--- config.mk ---
export PLATFORM = sky130hd
export DESIGN_NAME = if_stage
export DESIGN_NICKNAME = d
export VERILOG_FILES = /design/src/rtl/if_stage_pkg.sv /design/src/rtl/if_stage.sv
export SDC_FILE = /design/constraint.sdc
export NUM_CORES = 1
export LEC_CHECK = 0
export ABC_AREA = 1
export BUFFER_PORTS_ARGS = -buffer_cell sky130_fd_sc_hd__buf_4
export CAP_MARGIN = 20
export CORE_ASPECT_RATIO = 0.9
export CORE_MARGIN = 2
export CORE_UTILIZATION = 55
export CTS_BUF_LIST = sky130_fd_sc_hd__clkbuf_4 sky130_fd_sc_hd__clkbuf_8 sky130_fd_sc_hd__clkbuf_16
export DETAILED_ROUTE_END_ITERATION = 12
export GPL_ROUTABILITY_DRIVEN = 0
export PLACE_DENSITY = 0.84
export SLEW_MARGIN = 10
export SYNTH_ARGS = -nofsm -noshare
export SYNTH_HDL_FRONTEND = slang
export SYNTH_SLANG_ARGS = --single-unit
--- constraint.sdc ---
create_clock -name clk -period 7.8 [get_ports clk]
set_clock_uncertainty 0.15 [all_clocks]
set_input_delay 0.78 -clock clk [delete_from_list [all_inputs] [get_ports clk]]
set_output_delay 0.78 -clock clk [all_outputs]
set_load 0.02 [all_outputs]
--- src/rtl/if_stage_pkg.sv ---
// Shared configuration for the instruction-fetch stage: widths, reset word,
// FSM state encodings and small address helpers.
package if_stage_pkg;

  localparam int AddrLen = 32;
  localparam int InstLen = 32;
  localparam int ByteLen = 8;
  localparam int CntLen  = 2;

  localparam logic [InstLen-1:0] ZERO_WORD = '0;
  localparam logic [AddrLen-1:0] ZERO_ADDR = '0;
  localparam logic [AddrLen-1:0] INST_STEP = AddrLen'(InstLen / ByteLen);
  localparam logic [CntLen-1:0]  LAST_LANE = '1;

  typedef enum logic {
    ST_FETCH = 1'b0,
    ST_HOLD  = 1'b1
  } if_state_t;

  // Byte address of lane cnt within the word starting at pc.
  function automatic logic [AddrLen-1:0] byte_addr(input logic [AddrLen-1:0] pc,
                                                   input logic [CntLen-1:0]  cnt);
    return pc + {{(AddrLen-CntLen){1'b0}}, cnt};
  endfunction

  // Word-sequential successor, wrapping modulo 2^AddrLen.
  function automatic logic [AddrLen-1:0] next_pc(input logic [AddrLen-1:0] pc);
    return pc + INST_STEP;
  endfunction

endpackage

--- src/rtl/if_stage.sv ---
// Instruction fetch: assembles a 32-bit little-endian word from four byte
// reads, presents it to decode and advances the PC once decode consumes it.
module if_stage
  import if_stage_pkg::*;
(
  input  logic               clk,
  input  logic               rst,
  input  logic               rdy,
  input  logic               stall_i,
  input  logic               jump_i,
  input  logic [AddrLen-1:0] jump_addr_i,
  output logic               mem_req_o,
  output logic [AddrLen-1:0] mem_addr_o,
  input  logic               mem_ack_i,
  input  logic [ByteLen-1:0] mem_data_i,
  output logic [AddrLen-1:0] pc_o,
  output logic [InstLen-1:0] inst_o,
  output logic               if_id_rdy_o
);

  if_state_t                    state_reg;
  logic [AddrLen-1:0]           pc_reg;
  logic [CntLen-1:0]            cnt_reg;
  // Lanes 0..2 only; the top byte goes straight from mem_data_i into inst_o.
  logic [InstLen-ByteLen-1:0]   inst_buf_reg;
  logic [InstLen-ByteLen-1:0]   inst_buf_next;
  logic                         byte_take;

  // Requests are withheld during reset, while frozen and while redirecting.
  assign mem_req_o  = !rst && rdy && !jump_i && (state_reg == ST_FETCH);
  assign mem_addr_o = byte_addr(pc_reg, cnt_reg);
  assign byte_take  = mem_req_o && mem_ack_i;

  always_comb begin
    inst_buf_next = inst_buf_reg;
    case (cnt_reg)
      2'd0:    inst_buf_next[7:0]   = mem_data_i;
      2'd1:    inst_buf_next[15:8]  = mem_data_i;
      2'd2:    inst_buf_next[23:16] = mem_data_i;
      default: inst_buf_next        = inst_buf_reg;
    endcase
  end

  always_ff @(posedge clk or posedge rst) begin
    if (rst) begin
      state_reg    <= ST_FETCH;
      pc_reg       <= ZERO_ADDR;
      cnt_reg      <= '0;
      inst_buf_reg <= '0;
      pc_o         <= ZERO_ADDR;
      inst_o       <= ZERO_WORD;
      if_id_rdy_o  <= 1'b0;
    end else if (rdy) begin
      if (jump_i) begin
        // Redirect wins over stall and over any byte arriving this cycle.
        state_reg   <= ST_FETCH;
        pc_reg      <= jump_addr_i;
        cnt_reg     <= '0;
        if_id_rdy_o <= 1'b0;
      end else begin
        case (state_reg)
          ST_FETCH: begin
            if (byte_take) begin
              cnt_reg      <= cnt_reg + 2'd1;
              inst_buf_reg <= inst_buf_next;
              if (cnt_reg == LAST_LANE) begin
                inst_o      <= {mem_data_i, inst_buf_reg};
                pc_o        <= pc_reg;
                if_id_rdy_o <= 1'b1;
                state_reg   <= ST_HOLD;
              end
            end
          end
          ST_HOLD: begin
            if (!stall_i) begin
              pc_reg      <= next_pc(pc_reg);
              if_id_rdy_o <= 1'b0;
              state_reg   <= ST_FETCH;
            end
          end
          default: state_reg <= ST_FETCH;
        endcase
      end
    end
  end

endmodule

==> run metrics <==
status=complete, no violations; critical register-to-register path startpoint=state_reg; Clock Tree Root=clkbuf_16; Final Non-Filler Cells=1,147; unrepaired setup endpoints after global routing=no; Max Buffers Root-to-Sink=2; cts bufs inserted=17; clock-pin transition on the worst setup and hold timing paths=roughly 0.060 ns; CP Max Fanout=10; fmax=around 0.27 GHz; fin. max-slew vios=0; final hold vios=0; static leakage=around 4.3 nW; worst reg2reg path depth=8; CTS Sinks=roughly 120; syn_area_per_cell=approximately 7.6 um2; drt pass-1 iters=5; Die Ht=roughly 110 um; Hold-fix buffers, CTS=0; multi-input logic area=2800 um2; CTS resizes=0; final antenna-violating net count=0; Max Cap Viol=0; Ys Warns=0; endpoints failing setup=0; CTS tree=built; Mapped Area=between 6000 and 7000 um2; syn_nets=about 900; Seq/Total Area, Yosys=0.487; Cells after Synth=between 800 and 900; Hold Path Cell Cnt=2; worst slew pin tran=around 0.81 ns; post-layout min period=approximately 3.7 ns; top-area cell type share of the netlist area=0.487; Starting Density=0.561; hpwl dp=between 10,000 and 15,000 um; total number of vias=6,072; CP Class=reg2out; largest area contributor in the synthesized netlist=dfrtp_1; IO Port Bufs=roughly 140; Seq cells post-synth=around 120; CP required=6.87 ns; WP data arrival=about 2.7 ns; WL final=approximately 17,000 um; maximum VDD drop=about 170 uV; nets@finish=approximately 1.0k; Rel. slew slack=0.461; Initial DRC Count=500; initial antenna violation count=0; final core occ=0.718; Residual DRC=0; top post-synthesis cells by area=dfrtp_1 49%, nand2_1 18%, o21ai_0 7.2%; diode count=0; vias in the first global route=roughly 5.7k; FILL cells=slightly above 900; Hold EP=inst_o[4]; Die X=117 um; Critical Path End Type=primary output; layout cell share with drive strength beyond 1=0.201; WL met2=approximately 7900 um; synth unique cells=34; per-cell routed wire length=15.2 um; R2R setup slack=around 5.2 ns; Top Ports=around 140; largest net degree at the start of global routing=between 100 and 150; core area=11,300 um2; HP Class=reg2reg; area grow syn2layout=27.9%; global-route wire length before repair=27,700 um; total congestion overflow=0; drt via density=approximately 5.3; Post-CTS Setup Bufs=0; Clock Latency Late Sink=between 0.4 and 0.5 ns; met3 wire len=between 1500 and 2000 um; r2r endpoint=inst_o[3]; register area=3100 um2; GR Util All Layers=0.283; DIE AREA=between 10,000 and 15,000 um2; Post-Route Setup TNS=0 ns; top routing layer used=met4; # H-tree levels=4; M1 wire length=roughly 7500 um; Setup crit start kind=flip-flop; Cells after DPL=roughly 1.1k; row count=37; pwr dens=approximately 240 nW/um2; HP Start=inst_buf_reg[4]; period utilization=0.470
-- cells in the mapped netlist (all sizes together) --
| cell | instances |
|---|---|
| clkbuf | 16 |
| a21o | 1 |
| nor2 | 89 |
| xnor2 | 2 |
| fa | 1 |
| o21a | 1 |
| buf | 15 |
| o21bai | 1 |
| nand3 | 30 |
| a22oi | 3 |
| dfrtp | 124 |
| ha | 7 |
| or2 | 6 |
| o22ai | 2 |
| a211oi | 1 |
| mux2 | 1 |
| a21oi | 13 |
| inv | 83 |
| o211ai | 1 |
| xor2 | 28 |
| nand2 | 313 |
| nor3 | 5 |
| a31oi | 1 |
| o21ai | 97 |
| nand4 | 2 |
-- critical path, stage by stage, from the launching register on --
cell,delay (ns)
dfrtp_1,0.43
ha_1,0.20
inv_1,0.06
fa_1,0.60
nor3_1,0.49
nand2_1,0.12
xor2_1,0.23
buf_4,0.18
-- stage by stage --
stage | total power [mW] | worst slack [ns] | cell area [um2] | hold slack [ns]
floorplan | 1.03 | 3.57 | 6370 | 0.286
global placement | 1.18 | 3.76 | 7500 | 0.291
detailed placement | 1.19 | 3.65 | 7500 | 0.300
CTS | 1.99 | 4.04 | 8100 | 0.312
global route | 2.08 | 4.01 | 8150 | 0.336
finish | 1.99 | 4.14 | 8150 | 0.309
-- metal layers --
metal  vias up  GRT usage
met5         -          0
met4         0      0.133
met3        50     0.0622
met2       291      0.429
met1      2833      0.390
li1       2898          -
-- how the worst max path moves through the flow --
| stage | from | end | slack, ns |
|---|---|---|---|
| after global routing | cnt_reg[0] | mem_addr_o[30] | 4.01 |
| after CTS | jump_i | inst_o[3] | 4.04 |
| after detailed placement | jump_i | inst_o[3] | 3.65 |
| after global placement | jump_i | inst_o[8] | 3.76 |
| after floorplan | rst | cnt_reg[0] | 3.57 |
| final | cnt_reg[0] | mem_addr_o[30] | 4.14 |
-- area by class of cell --
cell class              count  area share
flip-flops and latches    124       0.381
multi-input cells         605       0.344
repair buffers            147       0.139
clock buffers              18      0.0539
inverters                  83      0.0386
well taps                 156      0.0240
clock inverters            14      0.0195
-- report_power, final --
| part | leakage, nW | switching, mW | internal (mW) | total [mW] |
|---|---|---|---|---|
| registers | 1.58 | 0.0644 | 0.711 | 0.776 |
| clock network | 0.294 | 0.316 | 0.485 | 0.801 |
| logic | 2.43 | 0.267 | 0.150 | 0.417 |
| total | 4.31 | 0.647 | 1.35 | 1.99 |
-- placed cells by master, fill, tap and decap left out, drive strengths merged, types with 3 or more instances in the layout --
cell	instances
nand3	30
xor2	28
clkbuf	18
clkinv	6
or2	6
a22oi	3
buf	147
ha	7
o21ai	97
nor2	89
dfrtp	124
a21oi	13
inv	88
nand2	313
nor3	5
-- logic make-up after synthesis --
group / count (synthesis) / synth area share
simple gates: 445 / 0.280
flops: 124 / 0.487
compound gates: 121 / 0.0989
buf+inv: 114 / 0.0741
xor+xnor: 30 / 0.0413
fa+ha+maj: 8 / 0.0169
mux: 1 / 0.00177
Power figures use the tool's default switching activity.
